$ cat config.mk
export PLATFORM = sky130hd
export DESIGN_NAME = rtl_rr_arbiter
export DESIGN_NICKNAME = d
export VERILOG_FILES = /design/src/rtl/rtl_rr_arbiter_pkg.sv /design/src/rtl/rtl_rr_picker.sv /design/src/rtl/rtl_rr_arbiter.sv
export SDC_FILE = /design/constraint.sdc
export NUM_CORES = 1
export LEC_CHECK = 0
export BUFFER_PORTS_ARGS = -buffer_cell sky130_fd_sc_hd__buf_2
export CAP_MARGIN = 30
export CORE_MARGIN = 1
export CORE_UTILIZATION = 39
export CTS_BUF_LIST = sky130_fd_sc_hd__clkbuf_4 sky130_fd_sc_hd__clkbuf_8
export CTS_CLUSTER_SIZE = 28
export DETAILED_ROUTE_END_ITERATION = 10
export PLACE_DENSITY = 0.68
export SYNTH_ARGS = -nofsm -noshare
export SYNTH_HDL_FRONTEND = slang
export SYNTH_HIERARCHICAL = 1
export SYNTH_SLANG_ARGS = --single-unit
$ cat constraint.sdc
create_clock -name CLK -period 8.49 [get_ports CLK]
set_clock_uncertainty 0.2 [all_clocks]
set_input_delay 0.849 -clock CLK [delete_from_list [all_inputs] [get_ports CLK]]
set_output_delay 0.849 -clock CLK [all_outputs]
set_load 0.01 [all_outputs]
$ cat src/rtl/rtl_rr_arbiter_pkg.sv
// Shared types and the xor/or-reduce/and-reduce datapath function for the round-robin arbiter.
package rtl_arb_pkg;

  localparam int unsigned NREQ_DEF = 3;
  localparam int unsigned W_DEF    = 5;

  typedef logic [W_DEF-1:0] operand_t;

  typedef struct packed {
    operand_t xr;
    logic     orr;
    logic     andr;
  } result_t;

  function automatic result_t compute(input operand_t in1, input operand_t in2);
    result_t r;
    r.xr   = in1 ^ in2;
    r.orr  = |r.xr;
    r.andr = &r.xr;
    return r;
  endfunction

endpackage

$ cat src/rtl/rtl_rr_picker.sv
// Combinational rotate-priority-rotate picker: first asserted req at or after ptr, modulo NREQ.
module rtl_rr_picker #(
  parameter int unsigned NREQ  = 3,
  parameter int unsigned IDX_W = $clog2(NREQ)
) (
  input  logic [NREQ-1:0]  req,
  input  logic [IDX_W-1:0] ptr,
  output logic [NREQ-1:0]  grant,
  output logic [IDX_W-1:0] grant_idx
);

  logic             found;
  logic [IDX_W-1:0] k_idx;
  int unsigned      k;

  always_comb begin
    grant     = '0;
    grant_idx = '0;
    found     = 1'b0;
    k         = 0;
    k_idx     = '0;
    for (int unsigned j = 0; j < NREQ; j++) begin
      k = 32'(ptr) + j;
      if (k >= NREQ) k = k - NREQ;
      k_idx = IDX_W'(k);
      if (!found && req[k_idx]) begin
        found     = 1'b1;
        grant_idx = k_idx;
      end
    end
    if (found) grant = NREQ'(1) << grant_idx;
  end

endmodule

$ cat src/rtl/rtl_rr_arbiter.sv
// Round-robin arbiter sharing one registered xor/orr/andr datapath among NREQ ready/valid requesters.
// Define RTL_RR_ARBITER_CHECK_EN to compile in protocol/fairness assertions and an accept trace.
module rtl_rr_arbiter
  import rtl_arb_pkg::*;
#(
  parameter int unsigned NREQ  = NREQ_DEF,
  parameter int unsigned W     = W_DEF,
  parameter int unsigned CNT_W = 16
) (
  input  logic                     CLK,
  input  logic                     ASYNCRESET,
  input  logic [NREQ-1:0]          req_valid,
  output logic [NREQ-1:0]          req_ready,
  input  logic [NREQ*W-1:0]        req_in1,
  input  logic [NREQ*W-1:0]        req_in2,
  output logic                     out_valid,
  input  logic                     out_ready,
  output logic [W-1:0]             out_xor,
  output logic                     out_orr,
  output logic                     out_andr,
  output logic [$clog2(NREQ)-1:0]  out_id,
  output logic [CNT_W-1:0]         issue_cnt
);

  localparam int unsigned IDX_W = $clog2(NREQ);

  typedef enum logic {EMPTY, FULL} state_t;

  state_t           state_q, state_d;
  logic [IDX_W-1:0] ptr_q;
  logic [IDX_W-1:0] grant_idx;
  logic [NREQ-1:0]  grant;
  logic             can_load;
  logic             accept;
  logic [W-1:0]     sel_in1, sel_in2;
  logic [W-1:0]     xr_d;
  logic             orr_d, andr_d;

  assign out_valid = (state_q == FULL);
  assign can_load  = !out_valid || out_ready;

  rtl_rr_picker #(.NREQ(NREQ), .IDX_W(IDX_W)) u_picker (
    .req       (can_load ? req_valid : '0),
    .ptr       (ptr_q),
    .grant     (grant),
    .grant_idx (grant_idx)
  );

  assign req_ready = grant;
  assign accept    = |grant;
  assign sel_in1   = req_in1[grant_idx*W +: W];
  assign sel_in2   = req_in2[grant_idx*W +: W];

  // Default width goes through the shared package function; other widths use the same equations.
  if (W == W_DEF) begin : g_pkg_dp
    result_t res;
    assign res    = compute(operand_t'(sel_in1), operand_t'(sel_in2));
    assign xr_d   = res.xr;
    assign orr_d  = res.orr;
    assign andr_d = res.andr;
  end else begin : g_gen_dp
    assign xr_d   = sel_in1 ^ sel_in2;
    assign orr_d  = |xr_d;
    assign andr_d = &xr_d;
  end

  always_comb begin
    state_d = state_q;
    case (state_q)
      EMPTY:   if (accept) state_d = FULL;
      FULL:    if (out_ready && !accept) state_d = EMPTY;
      default: state_d = EMPTY;
    endcase
  end

  always_ff @(posedge CLK or posedge ASYNCRESET) begin
    if (ASYNCRESET) begin
      state_q   <= EMPTY;
      ptr_q     <= '0;
      issue_cnt <= '0;
      out_xor   <= '0;
      out_orr   <= 1'b0;
      out_andr  <= 1'b0;
      out_id    <= '0;
    end else begin
      state_q <= state_d;
      if (accept) begin
        ptr_q     <= (grant_idx == IDX_W'(NREQ - 1)) ? '0 : grant_idx + IDX_W'(1);
        issue_cnt <= issue_cnt + CNT_W'(1);
        out_xor   <= xr_d;
        out_orr   <= orr_d;
        out_andr  <= andr_d;
        out_id    <= grant_idx;
      end
    end
  end

`ifdef RTL_RR_ARBITER_CHECK_EN
  a_onehot_ready: assert property (@(posedge CLK) disable iff (ASYNCRESET) $onehot0(req_ready));

  a_stable_out: assert property (@(posedge CLK) disable iff (ASYNCRESET)
    out_valid && !out_ready |=> $stable({out_xor, out_orr, out_andr, out_id}));

  // Per requester: accepts that went to others while this one was continuously valid.
  for (genvar i = 0; i < NREQ; i++) begin : g_fair
    logic [IDX_W:0] wait_cnt;
    always_ff @(posedge CLK or posedge ASYNCRESET) begin
      if (ASYNCRESET)                      wait_cnt <= '0;
      else if (!req_valid[i] || grant[i])  wait_cnt <= '0;
      else if (accept)                     wait_cnt <= wait_cnt + (IDX_W+1)'(1);
    end
    a_fair: assert property (@(posedge CLK) disable iff (ASYNCRESET)
      32'(wait_cnt) < NREQ);
  end

  always @(posedge CLK) begin
    if (!ASYNCRESET && accept) $display("%x %x", grant_idx, xr_d);
  end
`endif

endmodule

== Word-level counts from Yosys, hierarchy flattened ==
Index checks and enable logic that the tools add are counted.

* Bits in registers: 28
* Word-level logic and storage cells: 59
* Output and inout bits: 29
* Input bits: 36

* Equality and inequality tests: 1
* Bitwise operators: 2
* $mul: 1
* Reductions and logical operators: 11
* Shift operators: 3
* Muxes and demuxes: 21
* Magnitude comparators: 6
* Add/sub/neg operators: 7

{| class="wikitable"
|+ Operator list
! kind !! number
|-
| 15-bit by 6-bit variable part select with 5-bit output || 2
|-
| 16-bit by 1-bit adder with 16-bit output (second input constant) || 1
|-
| 2-bit two-way mux || 7
|-
| 2-bit by 3-bit < comparator with 1-bit output (second input constant) || 3
|-
| 1-bit two-way mux || 8
|-
| 1-bit binary-select mux with 2-bit select || 3
|-
| 3-bit by 2-bit >= comparator with 1-bit output (second input constant) || 2
|-
| 3-bit two-way mux || 2
|-
| 2-bit subtractor (second input constant) || 3
|-
| 2-bit by 3-bit multiplier with 5-bit output (second input constant) || 1
|-
| 5-bit AND reduction || 1
|-
| 5-bit OR reduction || 1
|-
| 5-bit bitwise XOR || 1
|-
| 1-bit logical NOT || 4
|-
| 2-bit by 1-bit adder with 3-bit output (second input constant) || 1
|-
| 2-bit by 2-bit adder with 3-bit output (second input constant) || 1
|-
| 1-bit logical AND || 3
|-
| 3-bit OR reduction || 1
|-
| 1-bit by 2-bit << shifter with 3-bit output (first input constant) || 1
|-
| 2-bit by 1-bit adder with 2-bit output (second input constant) || 1
|-
| 2-bit == test (second input constant) || 1
|-
| 2-bit >= comparator (second input constant) || 1
|-
| 1-bit one-hot mux with 2 select lines || 1
|-
| 1-bit logical OR || 1
|-
| 1-bit inverter || 1
|}

== Longest topological paths before layout ==
Gate-level depths: netlist (run 1).

* Depth in word-level cells: 19
* Gate-level depth with buffers: 14
* Mapped depth without buffers: 12

== By module ==
The synthesis (run 1) kept the hierarchy.

{| class="wikitable"
|+ Modules (own cells, without submodules)
! module !! seq. area each (µm²) !! cells an instance !! area an instance (µm²) !! times used
|-
| rtl_rr_arbiter || 700.7 || 146 || 1,432.6 || 1
|-
| rtl_rr_picker || 0.0 || 44 || 319.1 || 1
|}

== Worst setup path after synthesis (run 1) ==
OpenSTA, ideal clock, no wires.

* Kind: input to register
* Start point: input port out_ready
* End point: register issue_cnt[15]
* Path buffers: 1
* Path slack: 4.739 ns
* Stages on the path: 13
* Data required time: 8.166 ns
* Library setup time: 0.124 ns
* Data arrival time: 3.426 ns
* Cells stage by stage: nand2b_1 -> and2_1 -> mux2i_1 -> o22ai_1 -> o32ai_1 -> mux2_2 -> a21boi_1 -> nor3_2 -> or3_1 -> buf_2 -> nor4_4 -> nand3_1 -> xnor2_1

* Word-level cells in the longest chain between the ends: 14
* Elaborated cells on any way between the ends: 21
* Those cells by class: shift (1); mux (14); reduce/logical (6)

{| class="wikitable"
|+ Ends and longest elaborated chain
! item !! line !! source
|-
| from (decl) || rtl_rr_arbiter.sv:17 || <nowiki>input logic out_ready,</nowiki>
|-
| 1-bit logical OR (*) || rtl_rr_arbiter.sv:40 || <nowiki>assign can_load = !out_valid || out_ready;</nowiki>
|-
| 3-bit two-way mux (*) || rtl_rr_arbiter.sv:43 || <nowiki>.req (can_load ? req_valid : '0),</nowiki>
|-
| 1-bit binary-select mux with 2-bit select || rtl_rr_picker.sv:26 || <nowiki>if (!found && req[k_idx]) begin</nowiki>
|-
| 1-bit two-way mux (not written as such) || rtl_rr_picker.sv:26 ||
|-
| 1-bit two-way mux || rtl_rr_picker.sv:26 ||
|-
| 1-bit logical NOT || rtl_rr_picker.sv:26 ||
|-
| 1-bit logical AND || rtl_rr_picker.sv:26 ||
|-
| 1-bit two-way mux || rtl_rr_picker.sv:26 ||
|-
| 1-bit logical NOT || rtl_rr_picker.sv:26 ||
|-
| 1-bit logical AND || rtl_rr_picker.sv:26 ||
|-
| 2-bit two-way mux (*) || rtl_rr_picker.sv:26 ||
|-
| named net grant_idx[0] || rtl_rr_arbiter.sv:31 || <nowiki>logic [IDX_W-1:0] grant_idx;</nowiki>
|-
| 1-bit by 2-bit << shifter with 3-bit output (*) || rtl_rr_picker.sv:31 || <nowiki>if (found) grant = NREQ'(1) << grant_idx;</nowiki>
|-
| 3-bit two-way mux (*) || rtl_rr_picker.sv:31 ||
|-
| named net req_ready[1] || rtl_rr_arbiter.sv:13 || <nowiki>output logic [NREQ-1:0] req_ready,</nowiki>
|-
| 3-bit OR reduction (*) || rtl_rr_arbiter.sv:50 || <nowiki>assign accept = |grant;</nowiki>
|-
| to (signal assigned) || rtl_rr_arbiter.sv:89 || <nowiki>issue_cnt <= issue_cnt + CNT_W'(1);</nowiki>
|-
| to (decl) || rtl_rr_arbiter.sv:22 || <nowiki>output logic [CNT_W-1:0] issue_cnt</nowiki>
|}

The timed path passes the listed nets; every way through them passes the cells marked *. The select of a mux whose other input is x is not followed.
A chain may end at the register's enable or synchronous reset.

== Worst setup path after layout (run 1) ==
* Start point: input port out_ready
* End point: register issue_cnt[8]

* Word-level cells in the longest chain between the ends: 14
* Elaborated cells on any way between the ends: 21
* Those cells by class: shift (1); mux (14); reduce/logical (6)

{| class="wikitable"
|+ Ends and longest elaborated chain
! item !! line
|-
| 1-bit logical OR (*) || rtl_rr_arbiter.sv:40
|-
| 3-bit two-way mux (*) || rtl_rr_arbiter.sv:43
|-
| 1-bit binary-select mux with 2-bit select || rtl_rr_picker.sv:26
|-
| 1-bit two-way mux (not written as such) || rtl_rr_picker.sv:26
|-
| 1-bit two-way mux || rtl_rr_picker.sv:26
|-
| 1-bit logical NOT || rtl_rr_picker.sv:26
|-
| 1-bit logical AND || rtl_rr_picker.sv:26
|-
| 1-bit two-way mux || rtl_rr_picker.sv:26
|-
| 1-bit logical NOT || rtl_rr_picker.sv:26
|-
| 1-bit logical AND || rtl_rr_picker.sv:26
|-
| 2-bit two-way mux (*) || rtl_rr_picker.sv:26
|-
| named net grant_idx[0] || rtl_rr_arbiter.sv:31
|-
| 1-bit by 2-bit << shifter with 3-bit output (*) || rtl_rr_picker.sv:31
|-
| 3-bit two-way mux (*) || rtl_rr_picker.sv:31
|-
| 3-bit OR reduction (*) || rtl_rr_arbiter.sv:50
|}

Marked as above.

==> results.cfg, run 1 <==
[outcome]
status = complete, no violations

[route]
drt_iter0_markers = 86
drcViolationCount = 0
via_per_inst = 4.95
drt-wirelength-per-cell_um = 11.7
num_vias = 1504
dr.pass1.iters = 4
wirelength_um = 3560
antenna_left = 0

[timing]
worst_pin_slew_ns = 0.610
final_hold_viol_count = 0
final_max_slew_viol_count = 0
slew_headroom = 0.591
fmax_ghz = 0.261
finalCriticalPeriod_ns = 3.83
setup_ws_ns = 4.66
rsz0062_at_grt = no
finalCritPeriodShare = 0.451
setup_viol = 0
fin_setup_tns_ns = 0

[power]
leakage_uw = 0.00108
p_sw_frac = 0.477
seqPwrFrac = 0.279
p_clk_frac = 0.088
power_frac_comb = 0.633
switchingPower_uw = 372
ir_drop_uv = 182
power.density_nw_per_um2 = 360
internal-power_uw = 408

[critical_path]
cp_slowest_cell = or3_1
arrival_ns = 3.79
crit_path_start_kind = input pin
cp_max_fo = 18
worst_setup_path_end_kind = flop
path_cells = buf_2 -> nand2b_1 -> and2_1 -> mux2i_1 -> o22ai_1 -> o32ai_1 -> mux2_2 -> a21boi_1 -> or3_1 -> nand2_1 -> nor2_1 -> nand4_1 -> xnor2_1
critPathBufInv = 1
slowest_delay_ns = 0.53
crit_required_ns = 8.45
path_delay_family = simple AND/OR/NAND/NOR gates
critical_path_class = input pin to flop

[placement]
hpwl_um = 2820
post-place-ws_ns = 4.39
place_congestion = 0.843
io_buffers = 64
dpl_cell_area_um2 = 2130

[cts]
cts_resized = 0
cts_hold_buffers = 0
cts_root_buf = clkbuf_8
htreeDepth = 1
cts.clk_slew.worst_paths_ns = 0.09
clk_path_buf_depth = 2
clkSinkCount = 28
worstSkewPairLatency_ns = 0.26
cts_setup_buffers = 0
cts_made_buffers = 3
cts_tree = yes

[cells_and_area]
antenna_cells = 0
nets = 295
postLayoutCoreUtil = 0.501
syn_to_final_growth_pct = 23.8
finalInstanceArea_um2 = 2170
layout-drive-gt1-share = 0.306

[global_route]
grt_pass1_wl_um = 5900
grt_start_max_net_pins = 24
antenna_found_initial = 0
grt_pass1_vias = 1344
grt_util_all_layers = 0.150
grt-ovfl-total = 0

[die]
die_y_um = 69.0
initial_utilization = 0.405
io_pins = 65
num_rows = 24
core-area_um2 = 4320
die_w_um = 69.0
die_area_um2 = 4760

[logic_synthesis]
syn_area_um2 = 1750
syn_inst = 190
ys_warn_count = 6
synth.avg_cell_area_um2 = 9.22
synthDistinctLibCells = 43
syn-num-nets = 231
ys_seq_area_frac = 0.400
ys_ff_latch = 28

[job]
cap_violations = 0

[worst_hold_path]
holdCritPathClass = flop to flop
==> worst paths after layout <==
check	start	end	slack [ns]	depth (start not counted)
max in group asynchronous	ASYNCRESET	issue_cnt[3]$_DFFE_PP0P_	7.37	3
worst min register to register	issue_cnt[15]$_DFFE_PP0P_	issue_cnt[15]$_DFFE_PP0P_	0.27	1
worst max register to register	ptr_q[0]$_DFFE_PP0P_	issue_cnt[8]$_DFFE_PP0P_	4.73	12
worst min-delay path	issue_cnt[15]$_DFFE_PP0P_	issue_cnt[15]$_DFFE_PP0P_	0.27	1
worst max-delay path	out_ready	issue_cnt[8]$_DFFE_PP0P_	4.66	13
min in group asynchronous	ASYNCRESET	out_xor[2]$_DFFE_PP0P_	0.32	2
==> routing by layer <==
layer	vias to the layer above	track usage	routed length, um
met4	0	0.0544	29
met3	2	0.0190	119
met1	683	0.190	1690
met2	45	0.262	1720
met5	-	0	0
li1	774	-	-
==> final cells by class <==
cell class | instances | area, um2
Sequential cell | 28 | 701
Timing Repair Buffer | 65 | 348
Multi-Input combinational cell | 149 | 987
Clock buffer | 3 | 41.3
Fill cell | 435 | 2160
Inverter | 7 | 26.3
Tap cell | 52 | 65.1
==> worst reg2reg max path: stages (launching register included) <==
cell and delay, ns:
dfrtp_1 0.40, inv_1 0.08, ha_1 0.49, mux2i_1 0.22
o22ai_1 0.13, o32ai_1 0.29, mux2_2 0.28, a21boi_1 0.27
or3_1 0.53, nand2_1 0.17, nor2_1 0.30, nand4_1 0.16
xnor2_1 0.14
==> power groups by stage <==
stage / Clock (uW) / Combinational (uW) / Sequential, uW
after floorplan: 0 / 370 / 232
after global placement: 0 / 487 / 221
after detailed placement: 0 / 495 / 220
after CTS: 71.3 / 497 / 218
after global routing: 74.8 / 552 / 225
final: 68.8 / 494 / 218
==> cell usage in the layout (no fill, tap or decap), types with 2 or more instances in the layout <==
cell       instances
nand3_1            4
nand4_1            5
o2bb2ai_1          2
and2_1             6
nor2b_1            3
nand2b_1           2
a31oi_1            2
buf_2             64
a21oi_1            3
o32ai_1            2
nor4_1             2
o22ai_1            2
clkbuf_8           3
or3_1              2
nand2_1           39
mux2i_1            6
ha_1               5
xnor2_1           12
dfrtp_1           28
o21ai_0            4
nor2_1            12
inv_1              6
a22oi_1            4
xor2_1            16
a21boi_0           2
==> cells by family after synthesis <==
logic type      count (synthesis)  synth area share
flops                          28             0.400
fa+ha+maj                       5            0.0357
buf+inv                        13            0.0364
compound gates                 28             0.118
mux                             7            0.0407
xor+xnor                       28             0.140
simple gates                   81             0.229
==> Yosys cell counts (all sizes together) <==
master | number | area [um2]
nand4 | 5 | 31.3
xnor2 | 12 | 105
a21boi | 3 | 22.5
and2b | 2 | 18.8
and2 | 6 | 37.5
o21a | 1 | 7.51
mux2i | 6 | 60.1
inv | 7 | 26.3
nand3 | 4 | 20.0
o41ai | 1 | 16.3
o22ai | 2 | 12.5
clkbuf | 2 | 8.75
nor2b | 3 | 18.8
nor4 | 3 | 33.8
o21ai | 5 | 28.8
and3b | 1 | 8.76
dfrtp | 28 | 701
mux2 | 1 | 11.3
nand2b | 2 | 12.5
or3 | 2 | 12.5
a22oi | 4 | 30.0
a31oi | 2 | 12.5
and3 | 1 | 6.26
a21o | 1 | 8.76
nand2 | 39 | 146
buf | 4 | 28.8
o32ai | 2 | 17.5
xor2 | 16 | 140
a32oi | 1 | 8.76
nor3 | 1 | 10.0
o2bb2ai | 2 | 17.5
nor2 | 12 | 45.0
ha | 5 | 62.6
a21oi | 3 | 15.0
a2bb2oi | 1 | 8.76
==> per-stage QoR <==
| stage | hold WS, ns | instances | total power (uW) |
|---|---|---|---|
| 6_report | 0.273 | 304 | 781 |
| 5_1_grt | 0.289 | 304 | 852 |
| 4_1_cts | 0.278 | 304 | 786 |
| 3_5_place_dp | 0.264 | 301 | 715 |
| 3_3_place_gp | 0.258 | 300 | 708 |
| 2_1_floorplan | 0.290 | 190 | 602 |
==> state kept, by name (all words and copies together) (netlist names) <==
signal,cells
out_id,2
out_xor,5
issue_cnt,16
out_andr,1
ptr_q,2
out_valid,1
out_orr,1
Note: power is estimated with default switching activity, not from simulation.
==> run 2: changes to the inputs <==
PLACE_DENSITY = 0.7   (was 0.68)
clock period = 3.2 ns   (was 8.49 ns; I/O delays follow)
==> run 2 against run 1 <==
Via count rose by 5.7%. Wire length is 12% higher. Die area stayed put. Register-to-register slack got worse by 4.6 ns. Utilization rose by 3.8 points. Design area up 7.7%. The flow now finishes with violations (DRC).
==> results.cfg, run 2 (synthesized netlist as in run 1, its figures left out) <==
[cts]
worstSkewPairLatency_ns = 0.27
htreeDepth = 1
cts_root_buf = clkbuf_8
cts_tree = yes
cts_made_buffers = 3
clkSinkCount = 28
cts.clk_slew.worst_paths_ns = 0.10
clk_path_buf_depth = 2
cts_setup_buffers = 0

[global_route]
grt_start_max_net_pins = 19
grt_util_all_layers = 0.160
grt-ovfl-total = 0
grt_pass1_wl_um = 6290
grt_pass1_vias = 1487
antenna_found_initial = 0

[cells_and_area]
mostFrequentLayoutCells = 64 x buf_2, 39 x nand2_1, 27 x dfrtp_1, 16 x xor2_1, 12 x xnor2_1
syn_to_final_growth_pct = 33.3
top_register = issue_cnt
final_common_cell = buf_2
finalInstanceArea_um2 = 2330
largest_reg_flops = 16
postLayoutCoreUtil = 0.540
reg_top3 = issue_cnt x16, out_xor x5
nets = 304
layout-drive-gt1-share = 0.374
fillers = 421
antenna_cells = 0

[outcome]
violations = DRC
status = finished, violations left

[power]
leakage_uw = 0.00114
p_sw_frac = 0.455
internal-power_uw = 1330
power.density_nw_per_um2 = 1040
switchingPower_uw = 1110
ir_drop_uv = 473
p_clk_frac = 0.113
seqPwrFrac = 0.237
power_frac_comb = 0.650
power_uw = 2440

[die]
die_area_um2 = 4760
die_w_um = 69.0
initial_utilization = 0.405
num_rows = 24
die_y_um = 69.0
io_pins = 65
core-area_um2 = 4320

[route]
wirelength_um = 3980
dr.pass1.iters = 8
via_per_inst = 5.06
drt_iter0_markers = 117
num_vias = 1590
drt-wirelength-per-cell_um = 12.7
antenna_left = 0
drcViolationCount = 1

[job]
cap_violations = 0

[timing]
finalCriticalPeriod_ns = 3.06
finalCritPeriodShare = 0.957
setup_ws_ns = 0.136
slew_headroom = 0.671
final_max_slew_viol_count = 0
final_hold_viol_count = 0
fmax_ghz = 0.326
setup_viol = 0
rsz0062_at_grt = yes
worst_pin_slew_ns = 0.493

[critical_path]
worst_setup_path_end_kind = flop
arrival_ns = 3.03
crit_required_ns = 3.17
critical_path_class = flop to flop
crit_path_start_kind = flop
cp_max_fo = 11

[worst_hold_path]
holdCritPathClass = input pin to flop

[placement]
place_congestion = 0.817
io_buffers = 64
hpwl_um = 3020
post-place-ws_ns = -0.0155
dpl_cell_area_um2 = 2210
run 2: cell count changes in the layout (fill, tap and decap cells not counted), sizes merged:
cell	delta
buf	+8
dlygate4sd3	+1
bufinv	+1
run 2: through the flow:
stage               TNS, ns  hold WS (ns)  instances
floorplan                 0         0.185        190
global placement          0         0.254        308
detailed placement  -0.0155         0.174        309
CTS                       0         0.167        314
global route         -0.192         0.205        314
finish                    0         0.172        314
run 2: area by class of cell:
| cell class | instances | area, um2 | area share |
|---|---|---|---|
| sequential | 28 | 702 | 0.301 |
| inverter | 7 | 26.3 | 0.0113 |
| tap | 52 | 65.1 | 0.0279 |
| clock buffer | 3 | 41.3 | 0.0177 |
| timing repair buffer | 74 | 422 | 0.181 |
| clock inverter | 1 | 30.0 | 0.0129 |
| multi-input combinational | 149 | 1050 | 0.449 |
run 2: path summary, 6_finish.rpt:
kind / startpoint / end / slack, ns / cells past startpoint
min reg2reg: issue_cnt[15]$_DFFE_PP0P_ / issue_cnt[15]$_DFFE_PP0P_ / 0.28 / 1
min in group asynchronous: ASYNCRESET / issue_cnt[10]$_DFFE_PP0P_ / 0.40 / 3
min: req_in2[0] / out_xor[0]$_DFFE_PP0P_ / 0.17 / 4
max reg2reg: ptr_q[1]$_DFFE_PP0P_ / issue_cnt[15]$_DFFE_PP0P_ / 0.14 / 11
max: ptr_q[1]$_DFFE_PP0P_ / issue_cnt[15]$_DFFE_PP0P_ / 0.14 / 11
max in group asynchronous: ASYNCRESET / ptr_q[1]$_DFFE_PP0P_ / 1.92 / 4
run 2: what timing repair did:
item,in CTS,in global routing
hold buffers,1,0
pin swaps,1,1
hold endpoints to repair,10,0
resized for setup,0,10
endpoints found under the setup margin,1,12
run 2: power groups by stage:
stage	Sequential [uW]	Clock (uW)	Combinational, uW
detailed placement	579	0	1510
floorplan	617	0	1010
global placement	580	0	1470
global route	592	292	1740
CTS	575	280	1510
finish	578	276	1580
run 2: routing by layer:
metal,share of wire,vias up,global-route usage
met2,0.51,63,0.290
met4,0.021,0,0.0522
met1,0.42,729,0.193
met3,0.045,12,0.0219
li1,-,786,-
met5,0,-,0
run 2: worst max-delay path, stage by stage, from the launching register on:
cell	delay, ns
dfrtp_2	0.45
ha_4	0.34
mux2i_1	0.20
o22ai_1	0.14
o32ai_2	0.28
mux2_2	0.21
a21boi_2	0.21
nor3_2	0.08
or3_1	0.43
nor4_4	0.19
nand3_1	0.12
xnor2_1	0.13
